`config.mk`:
```
export PLATFORM = sky130hd
export DESIGN_NAME = symmetry_stats_tracker_flat
export DESIGN_NICKNAME = d
export VERILOG_FILES = /design/src/rtl/symmetry_stats_tracker_pkg.sv /design/src/rtl/symmetry_stats_tracker_if.sv /design/src/rtl/symmetry_stats_tracker_sat_counter.sv /design/src/rtl/symmetry_stats_tracker.sv /design/src/flat_wrapper.sv
export SDC_FILE = /design/constraint.sdc
export NUM_CORES = 1
export LEC_CHECK = 0
export BUFFER_PORTS_ARGS = -buffer_cell sky130_fd_sc_hd__buf_2
export CAP_MARGIN = 20
export CORE_UTILIZATION = 35
export CTS_CLUSTER_DIAMETER = 200
export DETAILED_ROUTE_END_ITERATION = 10
export PLACE_DENSITY_LB_ADDON = 0.3
export SYNTH_ARGS = -nofsm -noshare
export SYNTH_HDL_FRONTEND = slang
export SYNTH_SLANG_ARGS = --single-unit
export TNS_END_PERCENT = 100
```
`constraint.sdc`:
```
create_clock -name clk -period 6.3 [get_ports clk]
set_input_delay 0.63 -clock clk [delete_from_list [all_inputs] [get_ports clk]]
set_output_delay 0.63 -clock clk [all_outputs]
set_load 0.03 [all_outputs]
```
`src/rtl/symmetry_stats_tracker_pkg.sv`:
```
// Shared detector result types and mismatch constants for the symmetry
// detector wrapper and its statistics stage.
package symmetry_pkg;

  localparam int MISMATCH_W = 3;
  localparam logic [MISMATCH_W-1:0] MISMATCH_MAX = 3'd4;

  typedef struct packed {
    logic                  sym;
    logic [MISMATCH_W-1:0] mismatch;
  } sym_result_t;

  // Encodings 5..7 cannot come from a 4-position compare; treat them as worst case.
  function automatic logic [MISMATCH_W-1:0] clamp_mismatch(input logic [MISMATCH_W-1:0] m);
    return (m > MISMATCH_MAX) ? MISMATCH_MAX : m;
  endfunction

endpackage

```
`src/rtl/symmetry_stats_tracker_if.sv`:
```
// Sample/clear inputs and registered statistics outputs of the tracker;
// master drives samples, slave is the tracker.
interface symmetry_stats_tracker_if #(
  parameter int CNT_W = 8,
  parameter int SUM_W = 7
);
  import symmetry_pkg::*;

  logic                  clear;
  logic                  in_valid;
  logic                  in_sym;
  logic [MISMATCH_W-1:0] in_mismatch;
  logic [CNT_W-1:0]      total_cnt;
  logic [CNT_W-1:0]      sym_cnt;
  logic [CNT_W-1:0]      run_len;
  logic [CNT_W-1:0]      max_run;
  logic [SUM_W-1:0]      win_sum;
  logic                  win_full;
  logic                  alarm;
  logic                  err;

  modport master (
    output clear, in_valid, in_sym, in_mismatch,
    input  total_cnt, sym_cnt, run_len, max_run, win_sum, win_full, alarm, err
  );

  modport slave (
    input  clear, in_valid, in_sym, in_mismatch,
    output total_cnt, sym_cnt, run_len, max_run, win_sum, win_full, alarm, err
  );

endinterface

```
`src/rtl/symmetry_stats_tracker_sat_counter.sv`:
```
// Saturating up-counter with synchronous clear and zero; clear/zero win over
// increment, and the count holds at all-ones.
module sat_counter #(
  parameter int WIDTH = 8
) (
  input  logic             clk,
  input  logic             rst_n,
  input  logic             i_inc,
  input  logic             i_clr,
  input  logic             i_zero,
  output logic [WIDTH-1:0] o_cnt
);

  logic [WIDTH-1:0] r_cnt;

  always_ff @(posedge clk or negedge rst_n) begin
    if (!rst_n) begin
      r_cnt <= '0;
    end else if (i_clr || i_zero) begin
      r_cnt <= '0;
    end else if (i_inc && (r_cnt != '1)) begin
      r_cnt <= r_cnt + 1'b1;
    end
  end

  assign o_cnt = r_cnt;

endmodule

```
`src/rtl/symmetry_stats_tracker.sv`:
```
// Event counters, symmetric run tracking and sliding-window mismatch sum with alarm,
// one-cycle latency, no stall. Define SYM_STATS_CHECK_EN to build the sticky err check.
module symmetry_stats_tracker
  import symmetry_pkg::*;
#(
  parameter  int CNT_W        = 8,
  parameter  int WINDOW       = 16,
  parameter  int ALARM_THRESH = 24,
  localparam int SUM_W        = $clog2(4*WINDOW+1)
) (
  input  logic                     clk,
  input  logic                     rst_n,
  symmetry_stats_tracker_if.slave  s
);

  localparam int                WP_W   = (WINDOW > 1) ? $clog2(WINDOW) : 1;
  localparam logic [WP_W-1:0]   WP_LAST = WP_W'(WINDOW-1);
  localparam logic [SUM_W-1:0]  THRESH = SUM_W'(ALARM_THRESH);

  sym_result_t           w_res;
  logic                  w_acc;
  logic [MISMATCH_W-1:0] w_mm;
  logic [CNT_W-1:0]      w_run;
  logic [SUM_W-1:0]      w_sum_nxt;

  logic [MISMATCH_W-1:0] r_buf [WINDOW];
  logic [WP_W-1:0]       r_wp;
  logic [SUM_W-1:0]      r_sum;
  logic                  r_full;
  logic                  r_alarm;
  logic [CNT_W-1:0]      r_max;

  assign w_res = '{sym: s.in_sym, mismatch: s.in_mismatch};
  assign w_acc = s.in_valid & ~s.clear;
  assign w_mm  = clamp_mismatch(w_res.mismatch);

  sat_counter #(.WIDTH(CNT_W)) u_total (
    .clk    (clk),
    .rst_n  (rst_n),
    .i_inc  (w_acc),
    .i_clr  (s.clear),
    .i_zero (1'b0),
    .o_cnt  (s.total_cnt)
  );

  sat_counter #(.WIDTH(CNT_W)) u_sym (
    .clk    (clk),
    .rst_n  (rst_n),
    .i_inc  (w_acc & w_res.sym),
    .i_clr  (s.clear),
    .i_zero (1'b0),
    .o_cnt  (s.sym_cnt)
  );

  sat_counter #(.WIDTH(CNT_W)) u_run (
    .clk    (clk),
    .rst_n  (rst_n),
    .i_inc  (w_acc & w_res.sym),
    .i_clr  (s.clear),
    .i_zero (w_acc & ~w_res.sym),
    .o_cnt  (w_run)
  );

  // run_len never exceeds max_run, so max_run only moves when the run is at the record and grows.
  always_ff @(posedge clk or negedge rst_n) begin
    if (!rst_n) begin
      r_max <= '0;
    end else if (s.clear) begin
      r_max <= '0;
    end else if (w_acc && w_res.sym && (w_run == r_max) && (r_max != '1)) begin
      r_max <= r_max + 1'b1;
    end
  end

  assign w_sum_nxt = r_sum + SUM_W'(w_mm) - SUM_W'(r_buf[r_wp]);

  always_ff @(posedge clk or negedge rst_n) begin
    if (!rst_n) begin
      for (int i = 0; i < WINDOW; i++) r_buf[i] <= '0;
      r_wp    <= '0;
      r_sum   <= '0;
      r_full  <= 1'b0;
      r_alarm <= 1'b0;
    end else if (s.clear) begin
      for (int i = 0; i < WINDOW; i++) r_buf[i] <= '0;
      r_wp    <= '0;
      r_sum   <= '0;
      r_full  <= 1'b0;
      r_alarm <= 1'b0;
    end else if (w_acc) begin
      r_buf[r_wp] <= w_mm;
      r_wp        <= (r_wp == WP_LAST) ? '0 : r_wp + 1'b1;
      r_sum       <= w_sum_nxt;
      r_alarm     <= (w_sum_nxt >= THRESH);
      if (r_wp == WP_LAST) r_full <= 1'b1;
    end
  end

`ifdef SYM_STATS_CHECK_EN
  logic r_err;

  always_ff @(posedge clk or negedge rst_n) begin
    if (!rst_n) begin
      r_err <= 1'b0;
    end else if (s.clear) begin
      r_err <= 1'b0;
    end else if (w_acc && ((w_res.sym != (w_res.mismatch == '0)) ||
                           (w_res.mismatch > MISMATCH_MAX))) begin
      r_err <= 1'b1;
    end
  end

  assign s.err = r_err;
`else
  assign s.err = 1'b0;
`endif

  assign s.run_len  = w_run;
  assign s.max_run  = r_max;
  assign s.win_sum  = r_sum;
  assign s.win_full = r_full;
  assign s.alarm    = r_alarm;

endmodule

```
`src/flat_wrapper.sv`:
```
// flat-port wrapper written by rule: the top's interface ports become plain ports
module symmetry_stats_tracker_flat import symmetry_pkg::*;
#(
  parameter  int CNT_W        = 8,
  parameter  int WINDOW       = 16,
  parameter  int ALARM_THRESH = 24,
  localparam int SUM_W        = $clog2(4*WINDOW+1)
)
  (clk, rst_n, s_clear, s_in_valid, s_in_sym, s_in_mismatch, s_total_cnt, s_sym_cnt, s_run_len, s_max_run, s_win_sum, s_win_full, s_alarm, s_err);
  symmetry_stats_tracker_if #(.CNT_W(CNT_W), .SUM_W(7)) s_i ();
  input  logic clk;
  input  logic rst_n;
  input wire logic [$bits(s_i.clear)-1:0] s_clear;
  input wire logic [$bits(s_i.in_valid)-1:0] s_in_valid;
  input wire logic [$bits(s_i.in_sym)-1:0] s_in_sym;
  input wire logic [$bits(s_i.in_mismatch)-1:0] s_in_mismatch;
  output wire logic [$bits(s_i.total_cnt)-1:0] s_total_cnt;
  output wire logic [$bits(s_i.sym_cnt)-1:0] s_sym_cnt;
  output wire logic [$bits(s_i.run_len)-1:0] s_run_len;
  output wire logic [$bits(s_i.max_run)-1:0] s_max_run;
  output wire logic [$bits(s_i.win_sum)-1:0] s_win_sum;
  output wire logic [$bits(s_i.win_full)-1:0] s_win_full;
  output wire logic [$bits(s_i.alarm)-1:0] s_alarm;
  output wire logic [$bits(s_i.err)-1:0] s_err;
  assign s_i.clear = s_clear;
  assign s_i.in_valid = s_in_valid;
  assign s_i.in_sym = s_in_sym;
  assign s_i.in_mismatch = s_in_mismatch;
  assign s_total_cnt = s_i.total_cnt;
  assign s_sym_cnt = s_i.sym_cnt;
  assign s_run_len = s_i.run_len;
  assign s_max_run = s_i.max_run;
  assign s_win_sum = s_i.win_sum;
  assign s_win_full = s_i.win_full;
  assign s_alarm = s_i.alarm;
  assign s_err = s_i.err;
  symmetry_stats_tracker #(.CNT_W(CNT_W), .WINDOW(WINDOW), .ALARM_THRESH(ALARM_THRESH)) u_core (.clk(clk), .rst_n(rst_n), .s(s_i));
endmodule
```
==> results.md <==
* Outcome: finished clean
* First-pass GRT wire length at 18.9 mm
* Vias per cell at 5.24
* Reg clk slew, reported paths at 0.06 ns
* Fin util at 0.402
* Htree depth at 3
* Yosys Warn Count at 0
* Routed len/inst at 15.8 um
* Mapped cell area at 5170 um2
* PortBufs at 48
* Largest net degree at the start of global routing at 78
* Final min period at 4.06 ns
* Via count at 3759
* Post-synth top flop: dfrtp_1
* RR Endpoint: u_core.s.alarm
* Skew final at 0.00528 ns
* Detailed Place HPWL at 7.73 mm
* Post-synth EDFFs at 0
* Drt pass-1 iters at 4
* Final #Nets at 554
* HP Class: in -> async
* Headroom to the max-slew limit at 0.394
* Crit path top cell by count: mux4_2
* CP Capture Type: register
* Clock Tree Buf Depth at 2
* Synthesized-area fraction occupied by adder cells at 0.0479
* Vias in the first global route at 3656
* Unique masters post-synth at 55
* GPL Wtd Cong at 0.831
* Post_cts resized at 0
* Clock sink count at 93
* Max cap viols at 0
* Hold Fails Final Rpt at 0
* Max Clock Freq at 0.246 GHz
* Syn Nets at 523
* Root Driver: clkbuf_16
* Worst Tran Pin Value at 0.910 ns
* Worst Path Arrival at 4.28 ns
* Design Area, Final at 5810 um2
* Ys async rst share at 1.00
* Mux cell area share after synthesis at 0.174
* DRC Markers at 0
* ANT nets after route at 0
* Die footprint at 15300 um2
* TritonCTS clock tree: done
* Routed WL at 11.3 mm
* Initial antenna violation count at 0
* Setup bufs post-CTS at 0
* Setup violations, final at 0
* # diodes at 0
* Min Hold Slack at 0.164 ns
* CP startpoint kind: register
* Reg2Reg Launch Point: u_core.r_wp[0]
* Avg Cell Area, Syn at 10.4 um2
* Max Slew Vio Count at 0
* Worst path bufs/invs at 1
* Simple-gate portion of the synthesized area at 0.171
* Crit path max-delay cell type: dfrtp_1
* Total core area at 14500 um2
* PD cells at 261 nW/um2
* Setup TNS at 0 ns
* CP top delay family: multiplexers
* Largest family of logic cells by synthesized area: multiplexers
* Total power at 1520 uW
* Synth Area in Compound Gates at 0.0554
* Max stage delay on crit path at 0.89 ns
* Sequential element share of the synthesized area at 0.450
* Share of post-route cells with drive strength above 1 at 0.167
* Layout area overhead at 12.4%
* Top Ports at 50
* Clk_lat worst skew at 0.35 ns
* First DRT Iteration DRCs at 206
* TritonCTS Buffers at 9
* Part of the cycle the worst path needs at 0.645
* Total global routing overflow at 0
* Cells after synthesis at 497
* Post-CTS Hold Fix Bufs at 0
* Core Rows at 44
* CP Data Required Time at 6.51 ns
* Synth Area in XOR/XNOR at 0.0559
* GR Util All Layers at 0.161
* Lkg Pwr at 0.00292 uW
* Synthesized flop and latch total at 93
* Worst Path Max Fanout at 17
* Worst r2r path cells at 10
* Placed cell areas at 5520 um2
* Worst vdd ir at 0.000140 V
* Unrepaired setup endpoints after global routing: no
* Critical path type: reg -> reg
* Worst reg2reg setup slack at 2.24 ns
* Crit-path cells: mux4_2, mux4_2, inv_1, fa_1, ha_1, nor2b_1, o311a_1, a41o_1, nor3_1, o211ai_1
* Height of the die at 124 um
* Initial core utilization at 0.357
* Die W at 124 um
layout by cell type, fill, tap and decap left out, types with 3 or more instances in the layout:
| master | instances |
|---|---|
| ha_1 | 15 |
| o211ai_1 | 3 |
| dfrtp_1 | 93 |
| xor2_1 | 18 |
| nor2_1 | 87 |
| nor2b_1 | 9 |
| clkbuf_16 | 9 |
| and3_1 | 4 |
| buf_2 | 47 |
| buf_4 | 5 |
| xnor2_1 | 15 |
| o21ai_0 | 11 |
| a21oi_1 | 9 |
| mux2i_1 | 54 |
| inv_1 | 21 |
| nor3_1 | 6 |
| clkinv_2 | 4 |
| fa_1 | 3 |
| mux4_2 | 15 |
| or4_1 | 3 |
| nand3_1 | 23 |
| nand4_1 | 11 |
| nand2_1 | 29 |
sequential cells by signal, summed over array words and instances, names as in the netlist:
register	flops
u_core.u_sym.o_cnt	8
u_core.s.max_run	8
u_core.s.win_sum	7
u_core.r_wp	4
u_core.u_total.o_cnt	8
u_core.r_buf	48
u_core.u_run.o_cnt	8
u_core.s.win_full	1
u_core.s.alarm	1
worst max-delay path by stage:
stage,endpoint,cells past startpoint,startpoint
after floorplan,u_core.s.alarm,12,u_core.r_wp[0]
after global placement,u_core.s.alarm,10,u_core.r_wp[0]
after detailed placement,u_core.s.alarm,10,u_core.r_wp[0]
after CTS,u_core.s.alarm,10,u_core.r_wp[0]
after global routing,u_core.s.alarm,10,u_core.r_wp[0]
final,u_core.s.alarm,10,u_core.r_wp[0]
per-stage QoR:
step,std cells,worst slack [ns]
final,717,2.24
after global routing,717,2.02
after CTS,717,2.23
after detailed placement,701,2.23
after global placement,701,2.33
after floorplan,497,2.73
worst register-to-register path, stage by stage, from the launching register on:
cell      delay, ns
dfrtp_1        0.89
mux4_2         0.59
mux4_2         0.48
inv_1          0.09
fa_1           0.42
ha_1           0.36
nor2b_1        0.16
o311a_1        0.32
a41o_1         0.25
nor3_1         0.25
o211ai_1       0.12
routing by layer:
metal,wire (um),GRT usage
met2,5280,0.257
met3,372,0.0217
met5,0,0
met1,5460,0.220
met4,191,0.0640
Yosys cell counts, types with 3 or more instances:
cell type	number	area (um2)
and3_1	4	25.0
o21ai_0	11	55.1
clkbuf_1	20	75.1
mux4_2	15	338
nand2_1	29	109
a21oi_1	9	45.0
dfrtp_1	93	2330
buf_2	3	15.0
inv_1	21	78.8
xnor2_1	15	131
ha_1	15	188
nor3_1	6	30.0
nor2_1	87	327
nand3_1	23	115
xor2_1	18	158
buf_1	4	15.0
or4_1	3	22.5
buf_6	3	33.8
nand4_1	11	68.8
fa_1	3	60.1
mux2i_1	54	541
o211ai_1	3	22.5
nor2b_1	9	56.3
layout make-up:
cell class              instances  area, um2
clock buffers                  11        243
clock inverters                 5       50.0
fillers                      1389       8660
inverters                      21       78.8
multi-input cells             351       2610
flip-flops and latches         93       2330
well taps                     184        230
repair buffers                 52        273
where the power goes:
| part | switching [uW] | total (uW) | internal (uW) |
|---|---|---|---|
| Sequential | 30.2 | 652 | 622 |
| Combinational | 201 | 328 | 127 |
| Clock | 224 | 540 | 316 |
kinds of logic after synthesis:
logic type	count (synthesis)
xor+xnor	33
flops	93
simple gates	187
compound gates	41
buf+inv	53
mux	71
fa+ha+maj	18
other cells	1
Note: power is estimated with default switching activity, not from simulation.
